<file path="src/rtl/logic_unit_pkg.sv">
// Shared opcode/state types for the handshaked logic unit.
package logic_unit_pkg;

  typedef enum logic [3:0] {
    OP_AND  = 4'b0000,
    OP_OR   = 4'b0001,
    OP_XOR  = 4'b0010,
    OP_NAND = 4'b0011,
    OP_NOTA = 4'b0100,
    OP_NOR  = 4'b0101,
    OP_XNOR = 4'b0110,
    OP_ANDN = 4'b0111,
    OP_SLL  = 4'b1000,
    OP_SRL  = 4'b1001,
    OP_SRA  = 4'b1010,
    OP_ROL  = 4'b1011
  } op_t;

  typedef enum logic [1:0] {
    EMPTY = 2'd0,
    SHIFT = 2'd1,
    FULL  = 2'd2
  } state_t;

  // opcode[3] set selects the shift/illegal class
  localparam logic OP_SHIFT_MSB = 1'b1;

  // Low two opcode bits pick the shift flavour inside the shift class
  localparam logic [1:0] SH_SLL = 2'b00;
  localparam logic [1:0] SH_SRL = 2'b01;
  localparam logic [1:0] SH_SRA = 2'b10;
  localparam logic [1:0] SH_ROL = 2'b11;

endpackage

</file>
<file path="src/rtl/logic_unit_comb.sv">
// Combinational bitwise ops; flags opcodes 1100-1111 as illegal with a zero result.
module logic_unit_comb
  import logic_unit_pkg::*;
#(
  parameter int unsigned WIDTH = 16
) (
  input  logic [WIDTH-1:0] a_i,
  input  logic [WIDTH-1:0] b_i,
  input  logic [3:0]       op_i,
  output logic [WIDTH-1:0] result_o,
  output logic             err_o
);

  // Bitwise result select; shift opcodes yield zero here and are handled by the top
  always_comb begin
    result_o = '0;
    err_o    = 1'b0;
    case (op_t'(op_i))
      OP_AND:  result_o = a_i & b_i;
      OP_OR:   result_o = a_i | b_i;
      OP_XOR:  result_o = a_i ^ b_i;
      OP_NAND: result_o = ~(a_i & b_i);
      OP_NOTA: result_o = ~a_i;
      OP_NOR:  result_o = ~(a_i | b_i);
      OP_XNOR: result_o = ~(a_i ^ b_i);
      OP_ANDN: result_o = a_i & ~b_i;
      OP_SLL, OP_SRL, OP_SRA, OP_ROL: result_o = '0;
      default: begin
        result_o = '0;
        err_o    = 1'b1;
      end
    endcase
  end

endmodule

</file>
<file path="src/rtl/logic_unit.sv">
// Handshaked logic unit: one-cycle bitwise ops, iterative one-bit-per-cycle shifts.
module logic_unit
  import logic_unit_pkg::*;
#(
  parameter int unsigned WIDTH = 16,
  parameter int unsigned SHW   = $clog2(WIDTH)
) (
  input  logic             clk,
  input  logic             rst,
  input  logic             in_valid,
  output logic             in_ready,
  input  logic [WIDTH-1:0] in_a,
  input  logic [WIDTH-1:0] in_b,
  input  logic [3:0]       in_op,
  output logic             out_valid,
  input  logic             out_ready,
  output logic [WIDTH-1:0] out_data,
  output logic             out_zero,
  output logic             out_err
);

  state_t           state_q;
  logic [SHW-1:0]   cnt_q;
  logic [WIDTH-1:0] work_q;
  logic [1:0]       sop_q;
  logic [WIDTH-1:0] data_q;
  logic             zero_q;
  logic             err_q;

  logic [WIDTH-1:0] comb_res;
  logic             comb_err;
  logic             accept;
  logic             is_shift;
  logic [SHW-1:0]   amt;
  logic [WIDTH-1:0] imm_data;
  logic [WIDTH-1:0] work_d;

  // One-bit shift/rotate step used by every SHIFT cycle
  function automatic logic [WIDTH-1:0] shift1(input logic [WIDTH-1:0] v, input logic [1:0] k);
    logic [WIDTH-1:0] r;
    case (k)
      SH_SLL:  r = {v[WIDTH-2:0], 1'b0};
      SH_SRL:  r = {1'b0, v[WIDTH-1:1]};
      SH_SRA:  r = {v[WIDTH-1], v[WIDTH-1:1]};
      default: r = {v[WIDTH-2:0], v[WIDTH-1]};
    endcase
    return r;
  endfunction

  logic_unit_comb #(.WIDTH(WIDTH)) u_comb (
    .a_i      (in_a),
    .b_i      (in_b),
    .op_i     (in_op),
    .result_o (comb_res),
    .err_o    (comb_err)
  );

  // Handshake decode and immediate (single-cycle) result select
  always_comb begin
    in_ready = !rst && ((state_q == EMPTY) || ((state_q == FULL) && out_ready));
    accept   = in_valid && in_ready;
    is_shift = (in_op[3] == OP_SHIFT_MSB) && !in_op[2];
    amt      = in_b[SHW-1:0];
    imm_data = is_shift ? in_a : comb_res;
    work_d   = shift1(work_q, sop_q);
  end

  // FSM, shift counter, working register and output register
  always_ff @(posedge clk) begin
    if (rst) begin
      state_q <= EMPTY;
      cnt_q   <= '0;
      work_q  <= '0;
      sop_q   <= 2'b00;
      data_q  <= '0;
      zero_q  <= 1'b0;
      err_q   <= 1'b0;
    end else if (accept) begin
      if (is_shift && (amt != '0)) begin
        state_q <= SHIFT;
        work_q  <= in_a;
        cnt_q   <= amt;
        sop_q   <= in_op[1:0];
      end else begin
        state_q <= FULL;
        data_q  <= imm_data;
        zero_q  <= (imm_data == '0);
        err_q   <= comb_err;
      end
    end else begin
      case (state_q)
        SHIFT: begin
          work_q <= work_d;
          cnt_q  <= cnt_q - SHW'(1);
          if (cnt_q == SHW'(1)) begin
            state_q <= FULL;
            data_q  <= work_d;
            zero_q  <= (work_d == '0);
            err_q   <= 1'b0;
          end
        end
        FULL: begin
          if (out_ready) state_q <= EMPTY;
        end
        default: state_q <= state_q;
      endcase
    end
  end

  assign out_valid = (state_q == FULL);
  assign out_data  = data_q;
  assign out_zero  = zero_q;
  assign out_err   = err_q;

endmodule

</file>
<file path="config.mk">
export PLATFORM = sky130hd
export DESIGN_NAME = logic_unit
export DESIGN_NICKNAME = d
export VERILOG_FILES = /design/src/rtl/logic_unit_pkg.sv /design/src/rtl/logic_unit_comb.sv /design/src/rtl/logic_unit.sv
export SDC_FILE = /design/constraint.sdc
export NUM_CORES = 1
export LEC_CHECK = 0
export CAP_MARGIN = 10
export CORE_MARGIN = 8
export CORE_UTILIZATION = 60
export CTS_BUF_LIST = sky130_fd_sc_hd__clkbuf_8 sky130_fd_sc_hd__clkbuf_16
export CTS_CLUSTER_DIAMETER = 150
export DETAILED_ROUTE_END_ITERATION = 12
export DONT_BUFFER_PORTS = 1
export GPL_TIMING_DRIVEN = 0
export HOLD_SLACK_MARGIN = 0.03
export PLACE_DENSITY = 0.81
export SYNTH_ARGS = -nofsm -noshare
export SYNTH_HDL_FRONTEND = slang
export SYNTH_SLANG_ARGS = --single-unit
</file>
<file path="constraint.sdc">
create_clock -name clk -period 2.1 [get_ports clk]
set_input_delay 0.42 -clock clk [delete_from_list [all_inputs] [get_ports clk]]
set_output_delay 0.42 -clock clk [all_outputs]
set_load 0.02 [all_outputs]
</file>
==> flow_summary.ini <==
[run_status]
outcome = finished clean

[grt]
grt_max_degree = 13
grt_pass1_vias = 4084
grt_pass1_wl_um = 20900
groute.usage.overall_pct = 26.1
antenna_found_initial = 0
grt_overflow = 0

[timing]
hold_violations = 0
tightestPinTransition_ns = 0.826
max_freq_mhz = 495
rsz0062_at_grt = no
drv_slew = 0
holdWs_ns = 0.308
finalWorstSetupSlack_ns = 0.0785
relSlewSlack_pct = 44.8
setup_violations = 0
clock_skew_ns = 0.00674
period_share_pct = 96.3
min_period_ns = 2.02

[pwr]
peakVddDrop_mv = 0.222
total_leakage_power_nw = 1.81
finalPower_mw = 2.05
power_density_nw_per_um2 = 466

[layout]
diodes = 0
final_cell_count_no_fill = 648
multi_input_area_um2 = 2940
fin_util_pct = 65.1
drive_gt1_share_pct = 8.63
area_growth_syn_to_layout_pct = 5.74
fin_nets = 657
seq_area_um2 = 841
fillers = 617

[die]
die_width_um = 99.3
start_util_pct = 61.6
rows = 30
dieArea_um2 = 9860
ioPinCount = 60
die_h_um = 99.3
core-area_um2 = 6760

[clock_network]
cts_num_sinks = 42
clk_pin_slew_ns = 0.08
post_cts_buffers = 0
ctsHtreeMaxLevel = 2
cts_hold_buf = 0
cts_root_buf = clkbuf_8
cts_tree = yes
cts_buffers = 5
ctsResizeCount = 4
clockBufferDepth = 2
clock_latency_ns = 0.30

[route]
via_per_inst = 6.60
wirelength_um = 13200
routedWlPerCell_um = 20.3
firstDrtPassIters = 7
drt_iter0_markers = 351
final_antenna_net_count = 0
vias = 4277
drc = 0

[critical_path]
worstPathRequired_ns = 2.35
reg2reg_to = cnt_q[1]
arrival_ns = 2.27
startpoint_type = input pin
crit_path_max_fanout = 5
path_class = in -> reg
startpoint = in_a[13]
end_kind = register
r2r_start = state_q[1]
r2r_slack_ns = 0.12
reg2reg_depth = 9

[hold_path]
hp-class = in -> reg
holdPathStages = 2
min_from = in_b[0]
min_to = cnt_q[0]

[synthesis]
synth_flop_cell = dfxtp_1
synth_edf_count = 0
synth_nets = 650
avgSynthCellArea_um2 = 7.43
ys_ff_latch = 42
ys_seq_area_share_pct = 20.2
synth.most_common_cell = nand2_1
ys_top_cells_by_count = nand2_1 (85), a21oi_1 (55), ha_1 (50), dfxtp_1 (42), inv_1 (41)
ys_async_sr_fraction_pct = 0
yosys_warnings = 0
synth.distinct_cells = 61
synthTopCellsByArea = dfxtp_1 (20%), ha_1 (15%), nand2_1 (7.7%)
synth_cells = 560
synth_top_area_cell = dfxtp_1
syn-cell-area_um2 = 4160
yosys.area.top_type_share_pct = 20.2

[placed_design]
place.gp.congestion = 0.946
dp_slack_ns = -0.422
hpwl_um = 10000
io_buffers = 0
dp.cells = 640

[job]
drv_cap = 0
-- registers in the layout, summed over array words and instances, names as in the netlist --
| signal | flops |
|---|---|
| cnt_q | 4 |
| out_data | 16 |
| out_err | 1 |
| out_zero | 1 |
| sop_q | 2 |
| state_q | 2 |
| work_q | 16 |
-- area by class of cell --
| type | count | share of cell area (%) |
|---|---|---|
| buffer | 39 | 6.11 |
| inverter | 42 | 3.58 |
| multi-input combinational | 437 | 66.9 |
| clock inverter | 2 | 0.199 |
| clock buffer | 6 | 1.88 |
| sequential | 42 | 19.1 |
| tap | 80 | 2.27 |
-- stage by stage --
step	TNS [ns]	cell area, µm²
4_1_cts	0	4370
6_report	0	4400
2_1_floorplan	0	4160
3_3_place_gp	-4.81	4260
3_5_place_dp	-6.01	4260
5_1_grt	0	4400
-- where the power goes --
| group | switching, mW | total (mW) | internal, mW |
|---|---|---|---|
| clock | 0.279 | 0.539 | 0.261 |
| combinational | 0.399 | 0.652 | 0.253 |
| sequential | 0.0385 | 0.861 | 0.822 |
-- metal layers --
metal  up-vias  global-route usage [%]  wire [µm]
met5         -                       0          0
met4         0                    10.5        301
met3        31                    6.01       1300
met2       222                    43.7       6300
met1      2012                    31.4       5280
li1       2012                       -          -
-- layout by cell type (no fill, tap or decap), types with 7 or more instances in the layout --
cell,n
o21ai_0,21
nand3_1,26
o21ai_1,7
a21oi_1,55
clkbuf_1,11
dfxtp_1,42
a211oi_1,8
o211ai_1,27
mux2i_1,8
inv_1,42
nand2_1,85
a22oi_1,9
nor4_1,9
nor2_1,32
buf_2,10
ha_1,50
xnor2_1,16
-- cells by family after synthesis --
group / Yosys count / synth area share (%)
AOI/OAI and AO/OA: 175 / 27.8
xor gates and xnor gates: 23 / 4.84
adders and majority gates: 50 / 15.0
muxes: 11 / 2.83
and+or+nand+nor: 178 / 19.3
DFF: 42 / 20.2
buffers and inverters: 81 / 10.0
-- worst max-delay path by stage --
stage                               to  slack [ns]  cells past startpoint
after floorplan               cnt_q[1]        0.13                     10
after global routing         work_q[9]       0.003                      8
after detailed placement      out_zero       -0.42                      8
after global placement        out_zero       -0.44                      8
final                         out_zero        0.08                      9
after CTS                 out_data[11]        0.02                      6
-- worst max-delay path, cell delays in order --
cell	delay (ns)
inv_1	0.04
ha_1	0.30
mux2i_1	0.15
o21ai_1	0.07
o2bb2ai_1	0.14
a311oi_2	0.39
nand4bb_1	0.19
nor4_1	0.34
a41o_1	0.23
Power figures use the tool's default switching activity.
